--- config.mk ---
export PLATFORM = sky130hd
export DESIGN_NAME = mb8_cpa_check_flat
export DESIGN_NICKNAME = d
export VERILOG_FILES = /design/src/rtl/mb8_cpa_check_if.sv /design/src/rtl/mb8_cpa_check.sv /design/src/flat_wrapper.sv
export SDC_FILE = /design/constraint.sdc
export NUM_CORES = 1
export LEC_CHECK = 0
export ABC_AREA = 1
export CORE_UTILIZATION = 57
export CTS_CLUSTER_DIAMETER = 60
export DETAILED_ROUTE_END_ITERATION = 10
export GPL_TIMING_DRIVEN = 1
export PLACE_DENSITY = 0.9
export SYNTH_ARGS = -nofsm -noshare
export SYNTH_HDL_FRONTEND = slang
export SYNTH_SLANG_ARGS = --single-unit
--- constraint.sdc ---
create_clock -name CLK -period 6.7 [get_ports CLK]
set_clock_uncertainty 0.05 [all_clocks]
set_input_delay 1.675 -clock CLK [delete_from_list [all_inputs] [get_ports CLK]]
set_output_delay 1.675 -clock CLK [all_outputs]
set_load 0.05 [all_outputs]
--- src/rtl/mb8_cpa_check_if.sv ---
// Sample bus between the Booth multiplier and the CPA/check stage.
// The driver side owns the sample inputs and clear; the stage owns the results.
interface mb8_cpa_check_if #(
    parameter int WIDTH = 8,
    parameter int CNT_W = 8
);
    logic                 in_valid;
    logic [2*WIDTH-1:0]   sum_in;
    logic [2*WIDTH-1:0]   carry_in;
    logic [WIDTH-1:0]     mx_in;
    logic [WIDTH-1:0]     my_in;
    logic                 clr_err;
    logic [2*WIDTH-1:0]   prod;
    logic                 out_valid;
    logic                 mismatch;
    logic                 err_sticky;
    logic [CNT_W-1:0]     err_cnt;
    logic [CNT_W-1:0]     smp_cnt;

    modport master (
        output in_valid, sum_in, carry_in, mx_in, my_in, clr_err,
        input  prod, out_valid, mismatch, err_sticky, err_cnt, smp_cnt
    );

    modport slave (
        input  in_valid, sum_in, carry_in, mx_in, my_in, clr_err,
        output prod, out_valid, mismatch, err_sticky, err_cnt, smp_cnt
    );
endinterface

--- src/rtl/mb8_cpa_check.sv ---
// Two-stage split carry-propagate adder resolving the Booth carry-save pair,
// with a behavioural product check, sticky error flag and saturating counters.
module mb8_cpa_check #(
    parameter int WIDTH = 8,
    parameter int CNT_W = 8
) (
    input logic CLK,
    input logic RST,
    mb8_cpa_check_if.slave bus
);
    localparam int PW = 2 * WIDTH;

    logic [WIDTH-1:0] lo_q, lo_d;
    logic             c1_q, c1_d;
    logic [WIDTH-1:0] hi_s_q, hi_s_d;
    logic [WIDTH-1:0] hi_c_q, hi_c_d;
    logic [WIDTH-1:0] mx_q, mx_d;
    logic [WIDTH-1:0] my_q, my_d;
    logic             v1_q, v1_d;

    logic [PW-1:0]    prod_q, prod_d;
    logic             mism_q, mism_d;
    logic             ov_q, ov_d;
    logic             err_q, err_d;
    logic [CNT_W-1:0] ecnt_q, ecnt_d;
    logic [CNT_W-1:0] scnt_q, scnt_d;

    logic [PW-1:0]    sum2;
    logic [PW-1:0]    ref2;
    logic             bad2;

    always_comb begin
        lo_d   = lo_q;
        c1_d   = c1_q;
        hi_s_d = hi_s_q;
        hi_c_d = hi_c_q;
        mx_d   = mx_q;
        my_d   = my_q;
        v1_d   = bus.in_valid;
        if (bus.in_valid) begin
            {c1_d, lo_d} = {1'b0, bus.sum_in[WIDTH-1:0]}
                         + {1'b0, bus.carry_in[WIDTH-1:0]};
            hi_s_d = bus.sum_in[PW-1:WIDTH];
            hi_c_d = bus.carry_in[PW-1:WIDTH];
            mx_d   = bus.mx_in;
            my_d   = bus.my_in;
        end
    end

    // Sign-extended operands multiplied in 2*WIDTH bits give the signed low product.
    always_comb begin
        sum2 = {hi_s_q + hi_c_q + WIDTH'(c1_q), lo_q};
        ref2 = {{WIDTH{mx_q[WIDTH-1]}}, mx_q}
             * {{WIDTH{my_q[WIDTH-1]}}, my_q};
        bad2 = v1_q && (sum2 != ref2);
    end

    always_comb begin
        prod_d = v1_q ? sum2 : prod_q;
        mism_d = v1_q ? bad2 : mism_q;
        ov_d   = v1_q;
        err_d  = err_q;
        ecnt_d = ecnt_q;
        scnt_d = scnt_q;
        if (bus.clr_err) begin
            err_d  = 1'b0;
            ecnt_d = '0;
            scnt_d = '0;
        end else if (v1_q) begin
            if (!(&scnt_q)) scnt_d = scnt_q + CNT_W'(1);
            if (bad2) begin
                err_d = 1'b1;
                if (!(&ecnt_q)) ecnt_d = ecnt_q + CNT_W'(1);
            end
        end
    end

    always_ff @(posedge CLK or negedge RST) begin
        if (!RST) begin
            lo_q   <= '0;
            c1_q   <= 1'b0;
            hi_s_q <= '0;
            hi_c_q <= '0;
            mx_q   <= '0;
            my_q   <= '0;
            v1_q   <= 1'b0;
            prod_q <= '0;
            mism_q <= 1'b0;
            ov_q   <= 1'b0;
            err_q  <= 1'b0;
            ecnt_q <= '0;
            scnt_q <= '0;
        end else begin
            lo_q   <= lo_d;
            c1_q   <= c1_d;
            hi_s_q <= hi_s_d;
            hi_c_q <= hi_c_d;
            mx_q   <= mx_d;
            my_q   <= my_d;
            v1_q   <= v1_d;
            prod_q <= prod_d;
            mism_q <= mism_d;
            ov_q   <= ov_d;
            err_q  <= err_d;
            ecnt_q <= ecnt_d;
            scnt_q <= scnt_d;
        end
    end

    assign bus.prod       = prod_q;
    assign bus.mismatch   = mism_q;
    assign bus.out_valid  = ov_q;
    assign bus.err_sticky = err_q;
    assign bus.err_cnt    = ecnt_q;
    assign bus.smp_cnt    = scnt_q;
endmodule

--- src/flat_wrapper.sv ---
// flat-port wrapper written by rule: the top's interface ports become plain ports
module mb8_cpa_check_flat 
#(
    parameter int WIDTH = 8,
    parameter int CNT_W = 8
)
  (CLK, RST, bus_in_valid, bus_sum_in, bus_carry_in, bus_mx_in, bus_my_in, bus_clr_err, bus_prod, bus_out_valid, bus_mismatch, bus_err_sticky, bus_err_cnt, bus_smp_cnt);
  mb8_cpa_check_if #(.WIDTH(WIDTH), .CNT_W(CNT_W)) bus_i ();
  input logic CLK;
  input logic RST;
  input wire logic [$bits(bus_i.in_valid)-1:0] bus_in_valid;
  input wire logic [$bits(bus_i.sum_in)-1:0] bus_sum_in;
  input wire logic [$bits(bus_i.carry_in)-1:0] bus_carry_in;
  input wire logic [$bits(bus_i.mx_in)-1:0] bus_mx_in;
  input wire logic [$bits(bus_i.my_in)-1:0] bus_my_in;
  input wire logic [$bits(bus_i.clr_err)-1:0] bus_clr_err;
  output wire logic [$bits(bus_i.prod)-1:0] bus_prod;
  output wire logic [$bits(bus_i.out_valid)-1:0] bus_out_valid;
  output wire logic [$bits(bus_i.mismatch)-1:0] bus_mismatch;
  output wire logic [$bits(bus_i.err_sticky)-1:0] bus_err_sticky;
  output wire logic [$bits(bus_i.err_cnt)-1:0] bus_err_cnt;
  output wire logic [$bits(bus_i.smp_cnt)-1:0] bus_smp_cnt;
  assign bus_i.in_valid = bus_in_valid;
  assign bus_i.sum_in = bus_sum_in;
  assign bus_i.carry_in = bus_carry_in;
  assign bus_i.mx_in = bus_mx_in;
  assign bus_i.my_in = bus_my_in;
  assign bus_i.clr_err = bus_clr_err;
  assign bus_prod = bus_i.prod;
  assign bus_out_valid = bus_i.out_valid;
  assign bus_mismatch = bus_i.mismatch;
  assign bus_err_sticky = bus_i.err_sticky;
  assign bus_err_cnt = bus_i.err_cnt;
  assign bus_smp_cnt = bus_i.smp_cnt;
  mb8_cpa_check #(.WIDTH(WIDTH), .CNT_W(CNT_W)) u_core (.CLK(CLK), .RST(RST), .bus(bus_i));
endmodule
; ---- Word level (Yosys, flattened, before mapping)
; Index checks and enable logic that the tools add are counted.
[word_totals]
regBits = 77
out_inout_bits = 35
[op_classes]
n_addsub = 5
mul = 1
eq_ne = 3
mux = 10
reduce_logical = 8
[ops]
columns = op, count
row1 = 8-bit 2-to-1 mux, 7
row2 = "8-bit by 1-bit adder with 8-bit output, second input constant", 2
row3 = 8-bit by 8-bit multiplier with 16-bit output, 1
row4 = 16-bit != test, 1
row5 = 8-bit AND reduction, 2
row6 = 8-bit by 8-bit adder with 9-bit output, 1
row7 = 8-bit by 1-bit adder with 8-bit output, 1
row8 = 8-bit adder, 1
row9 = "2-bit != test, second input constant", 2
row10 = 2-bit AND reduction, 2
row11 = 2-bit nonzero test, 2
row12 = 1-bit 2-to-1 mux, 3
row13 = 3-bit AND reduction, 1
row14 = 1-bit logical AND, 1

; ---- Logic depth before layout (Yosys ltp)
; Gate-level depths: netlist of the first run.
[depth]
depth_word = 7
depth_mapped = 27
ltp_nobuf = 26

; ---- Worst setup path after synthesis of the first run
; OpenSTA, ideal clock, no wires.
[synth_path]
path_type = flip-flop to flip-flop
startpoint = register u_core.mx_q[7]
endpoint = register u_core.ecnt_q[0] (netlist: u_core.bus.err_cnt[0])
arrival_ps = 4598
t_required_ps = 6531
slack_ps = 1933
stages_incl_launch_ff = 26
n_path_buf = 1
period_less_slack_ps = 4767
path_cell_list = dfrtp_1 -> clkbuf_1 -> nand2_1 -> inv_1 -> fa_1 -> inv_1 -> fa_1 -> inv_1 -> fa_1 -> inv_1 -> fa_1 -> inv_1 -> ha_1 -> inv_1 -> o21ai_0 -> a31oi_1 -> nand3_1 -> nand2_1 -> nand2_1 -> xor2_1 -> inv_1 -> nand3_2 -> nand3_4 -> nand2_4 -> nand2_1 -> nand2_1
[synth_between]
elab_chain_len = 5
[synth_rtl]
columns = element, line_no
row1 = start: declaration, mb8_cpa_check.sv:17  ; logic [WIDTH-1:0] mx_q, mx_d;
row2 = start signal: assignment, mb8_cpa_check.sv:98  ; mx_q <= mx_d;
row3 = 8-bit by 8-bit multiplier with 16-bit output, mb8_cpa_check.sv:54  ; * {{WIDTH{my_q[WIDTH-1]}}, my_q};
row4 = 16-bit != test, mb8_cpa_check.sv:55  ; bad2 = v1_q && (sum2 != ref2);
row5 = 1-bit logical AND, mb8_cpa_check.sv:55
row6 = 2-bit nonzero test (no source line), n/a
row7 = 3-bit AND reduction (no source line), n/a
row8 = end signal: assignment, mb8_cpa_check.sv:105  ; ecnt_q <= ecnt_d;
row9 = end: declaration, mb8_cpa_check.sv:25  ; logic [CNT_W-1:0] ecnt_q, ecnt_d;
; Every way passes these cells.
; A chain may end at the register's enable or synchronous reset.

; ---- Worst setup path after layout of the first run
[layout_path]
startpoint = register u_core.mx_q[7]
endpoint = register u_core.ecnt_q[1] (netlist: u_core.bus.err_cnt[1])
; The elaborated chain is that of the path after synthesis.

==> results of run 1 <==
-- synthesized netlist by cell type --
cell type,number,share of area (%)
a21boi_0,1,0.11
a21oi_1,16,1.2
a21oi_2,3,0.39
a31oi_1,1,0.093
and3_1,1,0.093
buf_2,3,0.22
buf_4,1,0.11
clkbuf_1,28,1.6
clkinv_1,1,0.056
dfrtp_1,77,29
fa_1,58,17
ha_1,45,8.4
inv_1,167,9.3
inv_2,4,0.22
nand2_1,303,17
nand2_2,2,0.19
nand2_4,1,0.17
nand3_1,43,3.2
nand3_2,4,0.60
nand3_4,1,0.26
nand3b_1,4,0.45
nand4_1,9,0.84
nor2_1,29,1.6
nor3_1,2,0.15
nor3_2,1,0.15
nor3b_1,2,0.22
o21a_1,1,0.11
o21ai_0,37,2.8
o21ai_1,2,0.15
o21bai_1,2,0.22
o221a_2,1,0.17
o22ai_1,2,0.19
xnor2_1,9,1.2
xnor2_2,1,0.24
xor2_1,17,2.2
xor2_2,1,0.24
-- cells by family after synthesis --
logic type / after synthesis / synth area share [%]
flip-flops: 77 / 28.7
AO/OA/AOI/OAI: 66 / 5.38
adder cells (fa/ha/maj): 103 / 25.7
XOR/XNOR: 28 / 3.87
buffers and inverters: 204 / 11.5
AND/OR/NAND/NOR: 402 / 24.9
-- worst max path at each step --
stage | endpoint | depth (start not counted)
2_1_floorplan | u_core.bus.err_cnt[0] | 25
3_3_place_gp | u_core.bus.err_cnt[3] | 24
3_5_place_dp | u_core.bus.err_cnt[2] | 24
4_1_cts | u_core.bus.err_cnt[1] | 24
5_1_grt | u_core.bus.err_cnt[5] | 26
6_report | u_core.bus.err_cnt[1] | 24
-- cells in the final DEF, fill, tap and decap left out, types with 3 or more instances in the layout --
master / count
a21oi_1: 16
a21oi_2: 3
clkbuf_16: 9
clkdlybuf4s50_1: 85
clkinvlp_4: 3
dfrtp_1: 77
fa_1: 58
ha_1: 45
inv_1: 167
inv_2: 4
nand2_1: 303
nand3_1: 43
nand3_2: 4
nand3b_1: 4
nand4_1: 9
nor2_1: 29
o21ai_0: 37
xnor2_1: 9
xor2_1: 17
-- flip-flops by register name, indices dropped and copies added (netlist names) --
| register | flops |
|---|---|
| u_core.bus.prod | 16 |
| u_core.bus.err_cnt | 8 |
| u_core.bus.smp_cnt | 8 |
| u_core.hi_c_q | 8 |
| u_core.hi_s_q | 8 |
| u_core.lo_q | 8 |
| u_core.mx_q | 8 |
| u_core.my_q | 8 |
| u_core.bus.err_sticky | 1 |
| u_core.bus.mismatch | 1 |
| u_core.bus.out_valid | 1 |
| u_core.c1_q | 1 |
| u_core.ov_d | 1 |
-- critical path, cell delays in order, from the launching register on --
cell and delay (ns):
dfrtp_1 0.48, nand2_1 0.11, inv_1 0.10, fa_1 0.73, inv_1 0.16, fa_1 0.55
inv_1 0.06, fa_1 0.50, inv_1 0.05, fa_1 0.52, inv_1 0.04, ha_1 0.33
inv_1 0.12, o21ai_0 0.10, a31oi_1 0.21, nand3_1 0.12, nand2_1 0.08, nand2_1 0.06
xor2_1 0.13, inv_1 0.06, nand3_2 0.11, nand3_4 0.14, nand2_4 0.10, nand2_1 0.09
nand2_1 0.05
-- power breakdown --
| part | internal (W) | switching [W] | total [W] |
|---|---|---|---|
| clock network | 0.000260 | 0.000231 | 0.000490 |
| registers | 0.000516 | 0.0000604 | 0.000577 |
| logic | 0.000593 | 0.000979 | 0.00157 |
| total | 0.00137 | 0.00127 | 0.00264 |
-- routing by layer --
layer  wire length [um]  part of all wire, %  vias to the layer above
met3                908                  6.0                       63
li1                   -                    -                     2787
met5                  0                    0                        -
met2               7350                   48                      229
met1               6480                   43                     2719
met4                475                  3.1                        0
-- area by class of cell --
type	instances	area, sq um	area share (%)
multi-input cells	599	4020	50.7
flip-flops and latches	77	1930	24.3
repair buffers	87	866	10.9
inverters	172	646	8.15
clock buffers	9	225	2.84
well taps	143	179	2.26
clock inverters	7	67.6	0.852
-- metrics by stage --
stage,cell area [sq um],setup slack [ns],hold WS (ns),std cells
detailed placement,7630,1.60,0.417,1078
floorplan,6720,1.93,0.299,880
global route,7930,1.10,0.452,1094
CTS,7930,1.55,0.433,1094
global placement,7630,1.73,0.412,1078
finish,7930,1.53,0.429,1094
==> impl_metrics.env, run 1 <==
export IMPL_status="finished, final reports clean"
export IMPL_die_w_um=111
export IMPL_syn_area_sq_um=6720
export IMPL_setup_violations_final=0
export IMPL_htree_levels=3
export IMPL_drive_above_1_share_pct=3.89
export IMPL_wire_per_inst_um=13.9
export IMPL_ir_drop_v=0.000199
export IMPL_grt_pass1_vias=5806
export IMPL_antenna_cells=0
export IMPL_cap_violations=0
export IMPL_cts_buffers_inserted=9
export IMPL_portBuffers=86
export IMPL_clk_pin_slew_ns=0.07
export IMPL_ios=87
export IMPL_grt_overflow_total=0
export IMPL_antenna_found_initial=0
export IMPL_rr_startpoint="u_core.mx_q[7]"
export IMPL_holdBufCountCts=0
export IMPL_final_core_util_pct=69.1
export IMPL_grt_use_met3_pct=4.45
export IMPL_drv_slew=0
export IMPL_ff2ff_setup_slack_ns=1.53
export IMPL_core_region_area_sq_um=11500
export IMPL_required_ns=6.89
export IMPL_die_h_um=111
export IMPL_vias_per_cell=5.30
export IMPL_nFillCells=847
export IMPL_cp_end_kind="flip-flop"
export IMPL_grt_met1_usage_pct=35.2
export IMPL_synth_nets=1035
export IMPL_power_w=0.00264
export IMPL_maxSlewHeadroom_pct=35.3
export IMPL_min_to="u_core.bus.prod[0]"
export IMPL_syn_to_final_growth_pct=18.0
export IMPL_cts_tree="yes"
export IMPL_final_nets=1101
export IMPL_yosys_warnings=0
export IMPL_routed_wl_um=15200
export IMPL_min_delay_start="u_core.bus.prod[0]"
export IMPL_fmax_ghz=0.194
export IMPL_place_hpwl_um=11500
export IMPL_ys_seq_elements=77
export IMPL_final_min_clock_period_ns=5.17
export IMPL_grt_pass1_wl_um=26700
export IMPL_synthCells=880
export IMPL_ctsRootBufferMaster="clkbuf_16"
export IMPL_num_rows=39
export IMPL_cp_startpoint="u_core.mx_q[7]"
export IMPL_worstHoldPathCells=2
export IMPL_met2_usage_pct=45.4
export IMPL_cts_max_path_buffers=2
export IMPL_synth_cell_types=36
export IMPL_rr_worst_depth=24
export IMPL_crit_fanout=9
export IMPL_crit_type="reg2reg"
export IMPL_grt_total_usage_pct=27.1
export IMPL_reg2reg_to="u_core.bus.err_cnt[1]"
export IMPL_rsz0062_at_grt="false"
export IMPL_p_leak_nw=4.29
export IMPL_grt_max_degree=78
export IMPL_final_hold_violation_count=0
export IMPL_first_iter_violations=527
export IMPL_hp_class="reg2reg"
export IMPL_cts_sinks=77
export IMPL_busiest_layer="met2"
export IMPL_post_cts_buffers=0
export IMPL_die_area_sq_um=12200
export IMPL_post_cts_resized=0
export IMPL_place_gp_congestion=0.978
export IMPL_avgSynthCellArea_sq_um=7.63
export IMPL_num_vias=5798
export IMPL_cp_start_kind="flip-flop"
export IMPL_route_detailed_drc=0
export IMPL_start_util_pct=58.6
export IMPL_p_per_area_nw_per_um2=333
export IMPL_ys_seq_area_share_pct=28.7
export IMPL_clock_latency_ns=0.35
export IMPL_cp_arrival_ns=5.36
export IMPL_postRouteAntennaNets=0
export IMPL_setup_tns_ns=0
export IMPL_post_route_period_util_pct=77.1
export IMPL_worstMarginPinSlew_ns=0.971
export IMPL_firstDrtPassIters=6
No activity file was read; power rests on OpenSTA's default activity.
==> run 2: changes to the inputs <==
clock period = 5 ns   (was 6.7 ns; I/O delays follow)
==> impl_metrics.env, run 2 (synthesized netlist as in run 1, its figures left out) <==
export IMPL_worst_hold_slack_ns=0.433
export IMPL_die_h_um=111
export IMPL_drive_above_1_share_pct=9.01
export IMPL_final_min_clock_period_ns=4.85
export IMPL_largest_reg_flops=16
export IMPL_final_hold_violation_count=0
export IMPL_clk_pin_slew_ns=0.07
export IMPL_rr_startpoint="u_core.mx_q[7]"
export IMPL_crit_type="reg2reg"
export IMPL_cp_startpoint="u_core.mx_q[7]"
export IMPL_clock_latency_ns=0.35
export IMPL_cap_violations=0
export IMPL_cts_buffers_inserted=9
export IMPL_crit_fanout=8
export IMPL_antenna_found_initial=0
export IMPL_cts_max_path_buffers=2
export IMPL_pwr_share_comb_pct=61.1
export IMPL_grt_pass1_vias=6020
export IMPL_ctsRootBufferMaster="clkbuf_16"
export IMPL_firstDrtPassIters=7
export IMPL_ir_drop_v=0.000308
export IMPL_grt_overflow_total=0
export IMPL_die_area_sq_um=12200
export IMPL_post_route_period_util_pct=97.1
export IMPL_routed_wl_um=16800
export IMPL_final_cell_mix="nand2_1, inv_1, clkdlybuf4s50_1, dfrtp_1, fa_1"
export IMPL_cp_start_kind="flip-flop"
export IMPL_switching_share_pct=47.1
export IMPL_cts_tree="yes"
export IMPL_hp_class="reg2reg"
export IMPL_maxSlewHeadroom_pct=35.4
export IMPL_worstMarginPinSlew_ns=0.969
export IMPL_htree_levels=3
export IMPL_required_ns=5.20
export IMPL_antenna_cells=0
export IMPL_status="finished, final reports clean"
export IMPL_p_per_area_nw_per_um2=474
export IMPL_power_internal_w=0.00206
export IMPL_start_util_pct=58.6
export IMPL_placed_area_sq_um=7660
export IMPL_place_worst_setup_slack_ns=0.00663
export IMPL_num_vias=6021
export IMPL_cts_sinks=77
export IMPL_grt_pass1_wl_um=27300
export IMPL_num_rows=39
export IMPL_syn_to_final_growth_pct=22.2
export IMPL_rr_worst_depth=24
export IMPL_min_delay_start="u_core.hi_c_q[6]"
export IMPL_seqPwrFrac_pct=19.7
export IMPL_ios=87
export IMPL_layout_commonest_cell="nand2_1"
export IMPL_clkPwrFrac_pct=19.2
export IMPL_first_iter_violations=487
export IMPL_fmax_ghz=0.206
export IMPL_final_nets=1116
export IMPL_p_leak_nw=4.37
export IMPL_drv_slew=0
export IMPL_place_hpwl_um=11900
export IMPL_route_detailed_drc=0
export IMPL_core_region_area_sq_um=11500
export IMPL_postRouteAntennaNets=0
export IMPL_worstHoldPathCells=2
export IMPL_die_w_um=111
export IMPL_place_gp_congestion=0.898
export IMPL_reg2reg_to="u_core.bus.err_cnt[7]"
export IMPL_cp_arrival_ns=5.05
export IMPL_wire_per_inst_um=15.1
export IMPL_min_to="u_core.hi_c_q[6]"
export IMPL_ff2ff_setup_slack_ns=0.15
export IMPL_power_switching_w=0.00183
export IMPL_cp_end_kind="flip-flop"
export IMPL_setup_slack_ns=0.146
export IMPL_vias_per_cell=5.43
export IMPL_portBuffers=86
export IMPL_setup_violations_final=0
export IMPL_grt_max_degree=78
export IMPL_grt_total_usage_pct=27.9
export IMPL_design_area_sq_um=8210
-- run 2: worst max path at each step --
| stage | to |
|---|---|
| 6_report | u_core.bus.err_cnt[7] |
| 3_5_place_dp | u_core.bus.err_cnt[5] |
| 2_1_floorplan | u_core.bus.err_cnt[0] |
| 3_3_place_gp | u_core.bus.err_cnt[6] |
| 5_1_grt | u_core.bus.err_cnt[3] |
| 4_1_cts | u_core.bus.err_cnt[3] |
-- run 2: layout make-up --
class                           count  area, sq um
Multi-Input combinational cell    600         4140
Sequential cell                    77         1940
Fill cell                         788         3260
Inverter                          172          646
Clock buffer                        9          225
Clock inverter                      7          103
Timing Repair Buffer              101          975
Tap cell                          143          179
-- run 2: through the flow --
step | util [%] | setup TNS [ns] | instances | power (W)
after global placement | 66.8 | 0 | 1082 | 0.00274
after CTS | 69.7 | 0 | 1098 | 0.00361
final | 71.6 | 0 | 1109 | 0.00389
after detailed placement | 66.8 | 0 | 1082 | 0.00284
after global routing | 71.6 | -0.723 | 1109 | 0.00421
after floorplan | - | 0 | 880 | 0.00236
-- run 2: per-layer routing --
layer / share of wire [%] / GRT usage (%) / vias to the layer above / wire length [um]
met5: 0 / 0 / - / 0
met4: 4.5 / 11.7 / 0 / 756
met3: 7.2 / 4.34 / 80 / 1210
met2: 50 / 48.3 / 298 / 8430
met1: 38 / 34.6 / 2827 / 6370
li1: - / - / 2816 / -
-- run 2: timing repair --
item                                    in CTS  in global routing
hold buffers                                 0                  0
resized for setup                            4                 36
pin swaps                                    1                 10
cloned                                       0                  1
endpoints found under the setup margin       8                 10
buffers inserted                             0                 10
-- run 2: worst max-delay path: stages (launching register included) --
cell and delay (ns):
dfrtp_2 0.44, nand2_1 0.10, inv_2 0.08, fa_2 0.61, inv_2 0.07, fa_1 0.53, inv_1 0.05, fa_1 0.50
inv_1 0.06, fa_1 0.54, inv_1 0.06, ha_4 0.26, inv_2 0.08, o21ai_0 0.12, a31oi_1 0.23, nand3_1 0.12
nand2_1 0.07, nand2_1 0.07, xor2_1 0.14, inv_1 0.09, nand3_4 0.11, nand3_4 0.11, nand2_4 0.11, nand2_1 0.11
nand2_1 0.05
-- run 2: power by group through the flow --
stage | registers (W) | clock network, W | logic [W]
after floorplan | 0.000860 | 0 | 0.00150
after global placement | 0.000774 | 0 | 0.00197
after detailed placement | 0.000778 | 0 | 0.00206
after CTS | 0.000767 | 0.000748 | 0.00209
after global routing | 0.000774 | 0.000777 | 0.00266
final | 0.000767 | 0.000747 | 0.00238
